`src/rtl/dshot_pkg.sv`:
```
// rtl/dshot_pkg.sv - DSHOT frame encoder types, widths and timing/CRC helpers
package dshot_pkg;

    localparam int DSHOT_FRAME_W = 16;
    localparam int DSHOT_VAL_W   = 11;

    typedef enum logic [1:0] {
        ST_IDLE = 2'd0,
        ST_HIGH = 2'd1,
        ST_LOW  = 2'd2,
        ST_GAP  = 2'd3
    } dshot_state_t;

    function automatic int dshot_bit_period(input int clk_hz, input int rate_k);
        return clk_hz / (rate_k * 1000);
    endfunction

    function automatic int dshot_t1h(input int t);
        return t * 3 / 4;
    endfunction

    function automatic int dshot_t0h(input int t);
        return t * 3 / 8;
    endfunction

    // XOR of the three nibbles of {value, telemetry}
    function automatic logic [3:0] dshot_crc(input logic [11:0] v);
        return v[3:0] ^ v[7:4] ^ v[11:8];
    endfunction

    function automatic logic [DSHOT_FRAME_W-1:0] dshot_frame(
        input logic [DSHOT_VAL_W-1:0] thr,
        input logic                   telem
    );
        logic [11:0] v;
        v = {thr, telem};
        return {v, dshot_crc(v)};
    endfunction

endpackage

```
`src/rtl/dshot_tx.sv`:
```
// rtl/dshot_tx.sv - single-channel DSHOT frame encoder with repeat and inter-frame gap
module dshot_tx
    import dshot_pkg::*;
#(
    parameter int CLK_FREQ_HZ  = 100_000_000,
    parameter int DSHOT_RATE_K = 600,
    parameter int GAP_BITS     = 2
) (
    input  logic                   wb_clk_i,
    input  logic                   wb_rst_i,
    input  logic                   cmd_valid_i,
    output logic                   cmd_ready_o,
    input  logic [DSHOT_VAL_W-1:0] throttle_i,
    input  logic                   telem_i,
    input  logic                   repeat_en_i,
    output logic                   dshot_o,
    output logic                   busy_o,
    output logic                   frame_done_o
);

    localparam int T       = dshot_bit_period(CLK_FREQ_HZ, DSHOT_RATE_K);
    localparam int T1H     = dshot_t1h(T);
    localparam int T0H     = dshot_t0h(T);
    localparam int GAP     = GAP_BITS * T;
    localparam int CNT_MAX = (T > GAP) ? T : GAP;
    localparam int CW      = $clog2(CNT_MAX + 1);

    localparam logic [CW-1:0] LD_H1   = CW'(T1H - 1);
    localparam logic [CW-1:0] LD_H0   = CW'(T0H - 1);
    localparam logic [CW-1:0] LD_L1   = CW'(T - T1H - 1);
    localparam logic [CW-1:0] LD_L0   = CW'(T - T0H - 1);
    localparam logic [CW-1:0] LD_GAP  = CW'(GAP - 1);
    localparam logic [CW-1:0] CNT_ONE = CW'(1);

    if (T < 8) begin : g_rate_check
        $error("dshot_tx: bit period must be at least 8 clocks");
    end

    if (GAP_BITS < 1) begin : g_gap_check
        $error("dshot_tx: GAP_BITS must be at least 1");
    end

    dshot_state_t             state, state_d;
    logic [CW-1:0]            cnt, cnt_d;
    logic [DSHOT_FRAME_W-1:0] shreg, shreg_d;
    logic [DSHOT_FRAME_W-1:0] last_frame, last_frame_d;
    logic [DSHOT_FRAME_W-1:0] new_frame;
    logic [3:0]               bit_idx, bit_idx_d;
    logic                     have_last, have_last_d;
    logic                     gap_end;
    logic                     done_q;

    function automatic logic [CW-1:0] high_load(input logic b);
        return b ? LD_H1 : LD_H0;
    endfunction

    assign new_frame   = dshot_frame(throttle_i, telem_i);
    assign cmd_ready_o = (state == ST_IDLE);
    assign busy_o      = (state != ST_IDLE);

    always_comb begin
        state_d      = state;
        cnt_d        = cnt;
        shreg_d      = shreg;
        bit_idx_d    = bit_idx;
        last_frame_d = last_frame;
        have_last_d  = have_last;
        gap_end      = 1'b0;

        case (state)
            ST_IDLE: begin
                // A fresh command always wins over retransmitting the old one
                if (cmd_valid_i) begin
                    shreg_d      = new_frame;
                    last_frame_d = new_frame;
                    have_last_d  = 1'b1;
                    cnt_d        = high_load(new_frame[DSHOT_FRAME_W-1]);
                    state_d      = ST_HIGH;
                end else if (repeat_en_i && have_last) begin
                    shreg_d = last_frame;
                    cnt_d   = high_load(last_frame[DSHOT_FRAME_W-1]);
                    state_d = ST_HIGH;
                end
            end

            ST_HIGH: begin
                if (cnt == '0) begin
                    cnt_d   = shreg[DSHOT_FRAME_W-1] ? LD_L1 : LD_L0;
                    state_d = ST_LOW;
                end else begin
                    cnt_d = cnt - CNT_ONE;
                end
            end

            ST_LOW: begin
                if (cnt == '0) begin
                    if (bit_idx == 4'd15) begin
                        cnt_d   = LD_GAP;
                        state_d = ST_GAP;
                    end else begin
                        shreg_d   = shreg << 1;
                        bit_idx_d = bit_idx + 4'd1;
                        cnt_d     = high_load(shreg[DSHOT_FRAME_W-2]);
                        state_d   = ST_HIGH;
                    end
                end else begin
                    cnt_d = cnt - CNT_ONE;
                end
            end

            ST_GAP: begin
                if (cnt == '0) begin
                    bit_idx_d = bit_idx + 4'd1;
                    gap_end   = 1'b1;
                    state_d   = ST_IDLE;
                end else begin
                    cnt_d = cnt - CNT_ONE;
                end
            end

            default: state_d = ST_IDLE;
        endcase
    end

    // The line and the done pulse both trail the state by one clock so the
    // pulse marks the end of the gap as it appears on the wire.
    always_ff @(posedge wb_clk_i) begin
        if (wb_rst_i) begin
            state        <= ST_IDLE;
            cnt          <= '0;
            shreg        <= '0;
            last_frame   <= '0;
            bit_idx      <= '0;
            have_last    <= 1'b0;
            dshot_o      <= 1'b0;
            done_q       <= 1'b0;
            frame_done_o <= 1'b0;
        end else begin
            state        <= state_d;
            cnt          <= cnt_d;
            shreg        <= shreg_d;
            last_frame   <= last_frame_d;
            bit_idx      <= bit_idx_d;
            have_last    <= have_last_d;
            dshot_o      <= (state == ST_HIGH);
            done_q       <= gap_end;
            frame_done_o <= done_q;
        end
    end

endmodule

```
`config.mk`:
```
export PLATFORM = sky130hd
export DESIGN_NAME = dshot_tx
export DESIGN_NICKNAME = d
export VERILOG_FILES = /design/src/rtl/dshot_pkg.sv /design/src/rtl/dshot_tx.sv
export SDC_FILE = /design/constraint.sdc
export NUM_CORES = 1
export LEC_CHECK = 0
export ABC_AREA = 1
export BUFFER_PORTS_ARGS = -buffer_cell sky130_fd_sc_hd__clkbuf_2
export CORE_MARGIN = 1.5
export CORE_UTILIZATION = 45
export DETAILED_ROUTE_END_ITERATION = 8
export SLEW_MARGIN = 30
export SYNTH_ARGS = -nofsm -noshare
export SYNTH_HDL_FRONTEND = slang
export SYNTH_SLANG_ARGS = --single-unit
```
`constraint.sdc`:
```
create_clock -name wb_clk_i -period 4.2 [get_ports wb_clk_i]
set_input_delay 0.21 -clock wb_clk_i [delete_from_list [all_inputs] [get_ports wb_clk_i]]
set_output_delay 0.21 -clock wb_clk_i [all_outputs]
set_load 0.05 [all_outputs]
```
==> results of run 1 <==
[registers in the layout (all words and copies together), names as in the netlist]
| name | cells |
|---|---|
| bit_idx | 4 |
| shreg | 16 |
| last_frame | 16 |
| state | 2 |
| done_q | 1 |
| frame_done_o | 1 |
| cnt | 9 |
| dshot_o | 1 |
| have_last | 1 |
[synthesized netlist by cell type, types with 3 or more instances]
library cell	n	area [sq um]
nand2_4	3	33.78
o21ai_1	7	35.03
nor3_1	5	25.02
nand4_1	4	25.02
dfxtp_1	51	1021
inv_1	26	97.59
inv_2	5	18.77
a21oi_1	31	155.2
nand2_2	3	18.77
xor2_1	8	70.07
o21ai_0	41	205.2
a21oi_2	8	70.07
nand3_1	25	125.1
xnor2_1	5	43.79
inv_4	3	18.77
nor2_1	40	150.1
buf_2	3	15.01
o211ai_1	7	52.55
nand2_1	70	262.8
clkbuf_1	10	37.54
[layout make-up]
class	instances	area, sq um
fillers	589	2736
multi-input cells	270	1435
flip-flops and latches	51	1021
inverters	34	135.1
repair buffers	19	95.09
well taps	72	90.09
clock buffers	7	86.33
clock inverters	1	8.758
[cells by family (layout without fill, tap and decap cells)]
kind of cell	count (synthesis)	count (layout)	synth area share [%]
and+or+nand+nor	159	159	28.51
DFF	51	51	38.33
buffers and inverters	49	61	7.891
AOI/OAI and AO/OA	96	96	20.06
xor gates and xnor gates	13	13	4.274
adders and majority gates	2	2	0.9393
[routing by layer]
metal	vias up	track usage, %	routed length (microns)
met5	-	0	0
met2	45	31.18	2606
met4	0	6.379	99
met1	1070	29.41	2987
met3	9	3.429	225
li1	1243	-	-
[per-stage QoR]
stage	cell area [sq um]	utilization (%)	instances	hold slack, ps	power, uW
global placement	2774	49.46	446	393.9	1863
detailed placement	2776	49.51	446	397.5	1861
finish	2872	51.20	454	174.5	2153
CTS	2872	51.20	454	172.1	2166
floorplan	2664	-	370	344.9	1678
global route	2872	51.20	454	172.2	2364
[worst max-delay path by stage]
stage | from | to | slack, ps
global route | cmd_valid_i | last_frame[15] | 1900
detailed placement | cmd_valid_i | last_frame[15] | 1830
global placement | cmd_valid_i | last_frame[15] | 1490
finish | cmd_valid_i | last_frame[15] | 2170
floorplan | state[1] | shreg[4] | 2640
CTS | cmd_valid_i | last_frame[15] | 2140
[worst reg2reg max path, cell delays in order (launching register included)]
cell and delay (ps):
dfxtp_1 430, inv_4 150, nand2_8 90, nor2_2 610, inv_1 390, a211oi_1 280
[report_power, final]
part / switching, uW / internal (uW)
sequential: 102 / 631
combinational: 771 / 350
clock: 164 / 135
total: 1040 / 1120
==> reports/results.ini, run 1 <==
[run_status]
status=finished, final reports clean

[sta]
hold_violations=0
fin_crit_ps=2034
fin_tns_setup_ps=0
fmax_mhz=491.6
setup_ws_ps=2166
drv_slew=0
final.setup_skew_ps=4.731
post-route-period-util_pct=48.43
slew_headroom_pct=47.94
final-setup-viol-count=0
tightest_slew_ps=780.1
rsz0062_at_grt=false

[global_route]
gr-total-overflow=0
grt_pass1_wl_mm=10.24
grt_usage_pct=20.51
grt_start_max_net_pins=35
grt_pass1_vias=2167
antenna_found_initial=0

[yosys]
ys_async_sr_fraction_pct=0
yosysUniqueCellTypes=32
synth_warnings=0
post_synth.cell_area_avg_sq_um=7.199
syn_nets=388
synth_edf_count=0
ys_seq_area_share_pct=38.33
synthesis.area_sq_um=2664
ys_ff_latch=51
ys.flop_type=dfxtp_1
syn-instance-count=370

[worst_setup_path]
crit_family=buffers and inverters
slowest_stage=nor2_2
crit_top_cell=inv_1
crit_path_max_incr_delay_ps=710
reg2reg_depth=5
reg2reg_from=state[0]
r2r_slack_ps=2180
start_kind=primary input
crit_required_ps=4420
crit_chain=clkbuf_2 > inv_1 > nor2_2 > inv_1 > a211oi_1
path_class=in2reg
worst_ep_arrival_time_ps=2260
regToRegEndpoint=last_frame[15]
critPathMaxFanout=22
timing.critical_path.buf_inv=3
crit_path_end_kind=register
crit_cells=5

[route]
avgViaCountPerCell=5.214
drt_iter0_drc=144
drc=0
vias=2367
ant_nets=0
drt_pass1_iterations=4
wirelength_mm=5.918
routedWlPerCell_microns=13.04

[die]
dieArea_sq_um=6390
initial_utilization_pct=47.50
io_pins=20
fp.dieH_microns=79.94
rows=27
core_sq_um=5608
die_w_microns=79.94

[placement]
dp_hpwl_mm=4.139
globalplace.congestion=0.8244
port_buffers=19
pre_cts_ws_ps=1834

[cts]
post_cts_buffers=0
cts_root_buf=clkbuf_8
cts.clk_slew.worst_paths_ps=90
clk-insertion-delay-late_ps=300
cts_made_buffers=5
cts_tree=done
post_cts_resized=0
clock_sinks=51
cts_max_level=2
ctsHoldBuffers=0
cts_buffer_depth=2

[cells_and_area]
final_common_cell=nand2_1
num-nets-final=399
drive_above_1_share_pct=15.71
layout_common_cells=nand2_1, dfxtp_1, o21ai_0
syn_to_final_growth_pct=7.797
insertedDiodeCount=0

[power_and_ir_drop]
leakagePower_uw=0.001202
pwr_density_cell_nw_per_um2=749.8
vdd_drop_max_uv=498.4

[min_path]
min_to=last_frame[13]
hold_start=throttle_i[8]
worst_hold_path.num_cells=3
hold_class=in2reg

[run]
cap_viol_max_count=0

(Power assumes the default switching activity.)
==> run 2, diff against run 1 <==
- ABC_AREA: 1 -> 0
- clock period: 4.2 -> 1.7 ns (I/O delays scaled with it)
==> run 2 against run 1 <==
Compared with the run above:
- critical endpoint is now cnt[6]
- combinational power rose by 7%
- hold slack got worse by 140 ps
- critical path type is now reg2reg
- via count barely moved
- register-to-register slack got worse by 2300 ps
- the run now ends with setup timing left
- power rose by 51%
- clock skew fell by 1.4 ps
- die area fell by 1.3%
==> reports/results.ini, run 2 <==
[run_status]
status=finished, violations left
violations=setup timing

[worst_setup_path]
worst_ep_arrival_time_ps=2000  ; -260 ps
crit_path_max_incr_delay_ps=500  ; -210 ps
path_class=reg2reg
crit_required_ps=1920  ; -2500 ps
regToRegEndpoint=cnt[6]
endpoint=cnt[6]
crit_chain=inv_2 > ha_4 > buf_4 > or4b_1 > nor4_1 > o21ai_0 > a221oi_2
start_kind=register
slowest_stage=or4b_1
reg2reg_from=cnt[0]
critPathMaxFanout=3  ; -86%
reg2reg_depth=7  ; +2
crit_path_end_kind=register
crit_path_start=cnt[0]
r2r_slack_ps=-70  ; -2250 ps

[cells_and_area]
reg.largest.list=last_frame (16), shreg (16), cnt (9)
num-nets-final=380  ; -4.8%
insertedDiodeCount=0  ; unchanged
layout_common_cells=nand2_1, dfxtp_1, a21oi_1
final_common_cell=nand2_1
fillers=503  ; -15%
fin_area_sq_um=3269  ; +14%
syn_to_final_growth_pct=24.43
fin_cells=433  ; -4.6%
drive_above_1_share_pct=27.70  ; +12 points

[run]
cap_viol_max_count=0  ; unchanged

[power_and_ir_drop]
combPwrFrac_pct=36.9  ; -15 points
vdd_drop_max_uv=495.4  ; -0.60%
p_sw_uw=1099  ; +6.0%
p_int_uw=2153  ; +93%
swShare_pct=33.79  ; -14 points
power.total_uw=3252  ; +51%
pwr_density_cell_nw_per_um2=994.7  ; +33%
pwr-share-clk_pct=20.3  ; +6.4 points
power_frac_seq_pct=42.8  ; +8.8 points
leakagePower_uw=0.001320  ; +9.8%

[route]
vias=2366  ; -0.042%
drt_pass1_iterations=5  ; +1
ant_nets=0  ; unchanged
drc=0  ; unchanged
routedWlPerCell_microns=14.74  ; +13%
avgViaCountPerCell=5.464  ; +4.8%
wirelength_mm=6.381  ; +7.8%
drt_iter0_drc=107  ; -26%

[sta]
fin_tns_setup_ps=-107.6  ; -107.6 ps
hold_violations=0  ; unchanged
fin_crit_ps=1775
slew_headroom_pct=63.94  ; +16 points
tightest_slew_ps=539.6  ; -240.5 ps
drv_slew=0  ; unchanged
setup_ws_ps=-74.98  ; -2241 ps
fmax_mhz=563.4
post-route-period-util_pct=104.4
final-setup-viol-count=3  ; +3
rsz0062_at_grt=true
final.setup_skew_ps=3.322  ; -1.409 ps

[die]
io_pins=20  ; unchanged
dieArea_sq_um=6306  ; -1.3%
rows=27  ; unchanged
die_w_microns=79.41  ; -0.66%
fp.dieH_microns=79.41  ; -0.66%
core_sq_um=5574  ; -0.60%
initial_utilization_pct=47.14  ; -0.36 points

[yosys]
synthesis.area_sq_um=2628  ; -1.4%
synth_top_area_share_pct=38.86  ; +0.53 points
yosysUniqueCellTypes=54  ; +69%
synth_most_common_cell=nand2_1
synthTopCellsByArea=dfxtp_1, nand2_1, a21oi_1, mux2i_1, nor2_1
post_synth.cell_area_avg_sq_um=8.211  ; +14%
synth_warnings=0  ; unchanged
syn_nets=338  ; -13%
ys.flop_type=dfxtp_1
ys_ff_latch=51  ; unchanged
ys_async_sr_fraction_pct=0  ; unchanged
synth_largest_area_cell=dfxtp_1
syn-instance-count=320  ; -14%
synthTopCellsByCount=nand2_1, dfxtp_1, a21oi_1
synth_edf_count=0  ; unchanged
ys_seq_area_share_pct=38.86  ; +0.53 points

[global_route]
top_usage_layer=met2
grt_usage_pct=21.58  ; +1.1 points
grt_pass1_vias=2256  ; +4.1%
met1_usage_pct=25.71  ; -3.7 points
antenna_found_initial=0  ; unchanged
grt_start_max_net_pins=40  ; +14%
gr-total-overflow=0  ; unchanged
grt_util_met2_pct=36.92  ; +5.7 points
use_met3_pct=3.771  ; +0.34 points
grt_pass1_wl_mm=10.52  ; +2.8%

[placement]
port_buffers=19  ; unchanged
placedInstanceArea_sq_um=2999  ; +8.0%
dp.cells=420  ; -5.8%
globalplace.congestion=0.8613  ; +4.5%
dp_hpwl_mm=4.413  ; +6.6%

[cts]
cts_max_level=2  ; unchanged
cts_root_buf=clkbuf_8
clock_sinks=51  ; unchanged
cts_buffer_depth=2  ; unchanged
clk-insertion-delay-late_ps=300  ; about the same
cts_made_buffers=5  ; unchanged
cts_tree=done
ctsHoldBuffers=0  ; unchanged
cts.clk_slew.worst_paths_ps=90  ; about the same

[min_path]
hold_start=throttle_i[0]
hold_class=in2reg

## run 2: cell types whose count changed after synthesis, sizes merged, moves of 5 or more
cell,delta
o21ai,-43
inv,-30
nand3,-27
nor2,-20
mux2i,+16
nand2,-9
buf,+7
nor3,+5
xor2,-5
## run 2: power groups by stage
stage	clock (uW)	combinational [uW]	sequential [uW]
after floorplan	0	695	1390
after global placement	0	1010	1410
after detailed placement	0	1030	1410
after CTS	688	1090	1390
after global routing	720	1310	1400
final	661	1200	1390
## run 2: final cells by class
| class | instances | area (sq um) | area share (%) |
|---|---|---|---|
| Multi-Input combinational cell | 240 | 1555 | 47.57 |
| Sequential cell | 51 | 1023 | 31.30 |
| Timing Repair Buffer | 60 | 509.2 | 15.58 |
| Tap cell | 72 | 90.09 | 2.755 |
| Clock buffer | 5 | 68.82 | 2.105 |
| Inverter | 4 | 15.01 | 0.4592 |
| Clock inverter | 1 | 7.507 | 0.2296 |
## run 2: worst min path at each step
stage	slack [ps]	endpoint	cells past startpoint
detailed placement	360	last_frame[15]	3
global route	40	last_frame[13]	3
floorplan	220	last_frame[10]	2
CTS	30	last_frame[5]	3
global placement	350	last_frame[9]	3
finish	30	last_frame[5]	3
## run 2: through the flow
stage                     hold slack (ps)  worst slack [ps]  util (%)
after global routing                37.77            -137.0     58.65
after global placement              346.4            -114.1     53.80
after detailed placement            357.8            -139.7     53.80
after floorplan                     221.0             3.077         -
final                               32.04            -74.98     58.65
after CTS                           28.77            -21.93     56.27
## run 2: timing repair
action,in CTS,in global routing
cloned,0,1
resized for setup,16,15
endpoints found under the setup margin,26,31
pin swaps,9,26
setup buffers,5,3
## run 2: metal layers
| metal | share of wire [%] | vias up |
|---|---|---|
| li1 | - | 1197 |
| met4 | 4.3 | 0 |
| met1 | 42 | 1107 |
| met5 | 0 | - |
| met3 | 3.0 | 18 |
| met2 | 50 | 44 |
## run 2: cell families after synthesis
group                    synth area share, %
buffers and inverters                  5.476
AO/OA/AOI/OAI                          20.81
AND/OR/NAND/NOR                        22.95
flip-flops                             38.86
multiplexers                           6.952
XOR/XNOR                               4.000
adder cells (fa/ha/maj)               0.9522
## run 2: worst max-delay path, delay by kind of cell, from the launching register on
kind / cells / cell delay [ps]
and+or+nand+nor: 2 / 710
AOI/OAI and AO/OA: 2 / 350
DFF: 1 / 330
buffers and inverters: 2 / 170
adders and majority gates: 1 / 140
==> run 3, diff against run 2 <==
- CORE_MARGIN: 1.5 -> default
==> run 3 against run 2 <==
Compared with the run above:
- largest power group unchanged
- hold slack worse by 2.2 ps
- die area is 2.5% lower
- clock power up 2%
- worst setup slack better by 71 ps
- routed wire length down 8.2%
- the run still ends with setup timing left
- global-route usage fell by 0.42 points
- utilization down 2.5 points
==> reports/results.ini, run 3 (synthesis results as in run 2) <==
[cells_and_area]
layout_common_cells=nand2_1, dfxtp_1, a21oi_1
insertedDiodeCount=0  ; unchanged
finish.utilization_pct=56.18  ; -2.5 points
fin_area_sq_um=3132  ; -4.2%
num-nets-final=374  ; -1.6%
final_common_cell=nand2_1
fin_cells=429  ; -0.92%
drive_above_1_share_pct=24.37  ; -3.3 points
syn_to_final_growth_pct=19.19
reg.largest.list=last_frame (16), shreg (16), cnt (9)

[placement]
placedInstanceArea_sq_um=2999  ; unchanged
port_buffers=19  ; unchanged
globalplace.congestion=0.8429  ; -2.1%
dp.cells=420  ; unchanged
dp_hpwl_mm=4.204  ; -4.7%

[die]
io_pins=20  ; unchanged
initial_utilization_pct=47.14  ; unchanged
core_sq_um=5574  ; unchanged
die_w_microns=78.41  ; -1.3%
rows=27  ; unchanged
fp.dieH_microns=78.41  ; -1.3%
dieArea_sq_um=6148  ; -2.5%

[global_route]
grt_usage_pct=21.16  ; -0.42 points
antenna_found_initial=0  ; unchanged
gr-total-overflow=0  ; unchanged
grt_pass1_vias=2185  ; -3.1%
grt_pass1_wl_mm=10.27  ; -2.4%
grt_start_max_net_pins=33  ; -18%

[route]
drc=0  ; unchanged
ant_nets=0  ; unchanged
drt_iter0_drc=168  ; +57%
routedWlPerCell_microns=13.66  ; -7.3%
vias=2259  ; -4.5%
drt_pass1_iterations=4  ; -1
avgViaCountPerCell=5.266  ; -3.6%
wirelength_mm=5.859  ; -8.2%

[worst_setup_path]
path_class=reg2reg
crit_required_ps=1860  ; -60 ps
reg2reg_depth=7  ; unchanged
critPathMaxFanout=9  ; +6
crit_path_end_kind=register
worst_ep_arrival_time_ps=1870  ; -130 ps
start_kind=register

[run]
cap_viol_max_count=0  ; unchanged

[sta]
hold_violations=0  ; unchanged
final-setup-viol-count=1  ; -2
fin_crit_ps=1704  ; -70.61 ps
fmax_mhz=586.7  ; +4.1%
setup_ws_ps=-4.373  ; +70.61 ps
tightest_slew_ps=493.9  ; -45.68 ps
post-route-period-util_pct=100.3  ; -4.2 points
drv_slew=0  ; unchanged
final.setup_skew_ps=4.841  ; +1.519 ps
slew_headroom_pct=67.07  ; +3.1 points
rsz0062_at_grt=true

[run_status]
violations=setup timing
status=finished, violations left

[cts]
cts.clk_slew.worst_paths_ps=90  ; about the same
cts_tree=done
cts_made_buffers=5  ; unchanged
cts_root_buf=clkbuf_8
ctsHoldBuffers=0  ; unchanged
clock_sinks=51  ; unchanged
cts_max_level=2  ; unchanged
clk-insertion-delay-late_ps=300  ; about the same
cts_buffer_depth=2  ; unchanged

[power_and_ir_drop]
power.total_uw=3119  ; -4.1%
leakagePower_uw=0.001270  ; -3.8%
pwr_density_cell_nw_per_um2=996.0  ; +0.13%
vdd_drop_max_uv=472.6  ; -4.6%

[min_path]
worst_hold_path.num_cells=3  ; unchanged
hold_class=in2reg

run 3: per-stage QoR:
step / hold WS (ps) / TNS (ps) / setup WS, ps
floorplan: 221.0 / 0 / 3.077
global placement: 345.6 / -126.1 / -62.15
detailed placement: 350.9 / -820.4 / -86.09
CTS: 20.67 / 0 / 4.001
global route: 33.81 / -891.7 / -104.1
finish: 29.85 / -4.373 / -4.373
run 3: timing repair:
| action | 4_1_cts | 5_1_grt |
|---|---|---|
| pin swaps | 5 | 12 |
| resized for setup | 10 | 6 |
| endpoints found under the setup margin | 20 | 22 |
| gates cloned | 0 | 0 |
| setup buffers | 1 | 1 |
run 3: cell type report:
type / count / area (sq um)
Tap cell: 72 / 90.09
Timing Repair Buffer: 54 / 395.4
Inverter: 4 / 15.01
Fill cell: 541 / 2442
Clock buffer: 7 / 76.32
Sequential cell: 51 / 1022
Clock inverter: 1 / 5.005
Multi-Input combinational cell: 240 / 1528
run 3: power by group:
group	switching, uW	total [uW]	leakage [uW]	internal, uW
clock	383	673	0.0000422	290
combinational	579	1070	0.000810	487
sequential	76.6	1380	0.000418	1300
run 3: worst max-delay path, stage by stage, from the launching register on:
cell and delay [ps]:
dfxtp_2 330, inv_2 60, ha_4 150, nor4b_4 210, and2_4 260, a21oi_1 120
nor4_4 310, a221oi_1 130
run 3: final timing paths:
kind                                 endpoint     startpoint  slack, ps
worst max-delay path                   cnt[6]         cnt[0]         -4
worst min-delay path            last_frame[8]  throttle_i[3]         30
worst max register to register         cnt[6]         cnt[0]         -4
worst min register to register   frame_done_o         done_q        440
run 3: per-layer routing:
layer / track usage [%] / up-vias / part of all wire (%)
met4: 5.556 / 0 / 1.0
met1: 25.99 / 1042 / 47
li1: - / 1188 / -
met2: 37.81 / 24 / 50
met5: 0 / - / 0
met3: 3.837 / 5 / 2.1
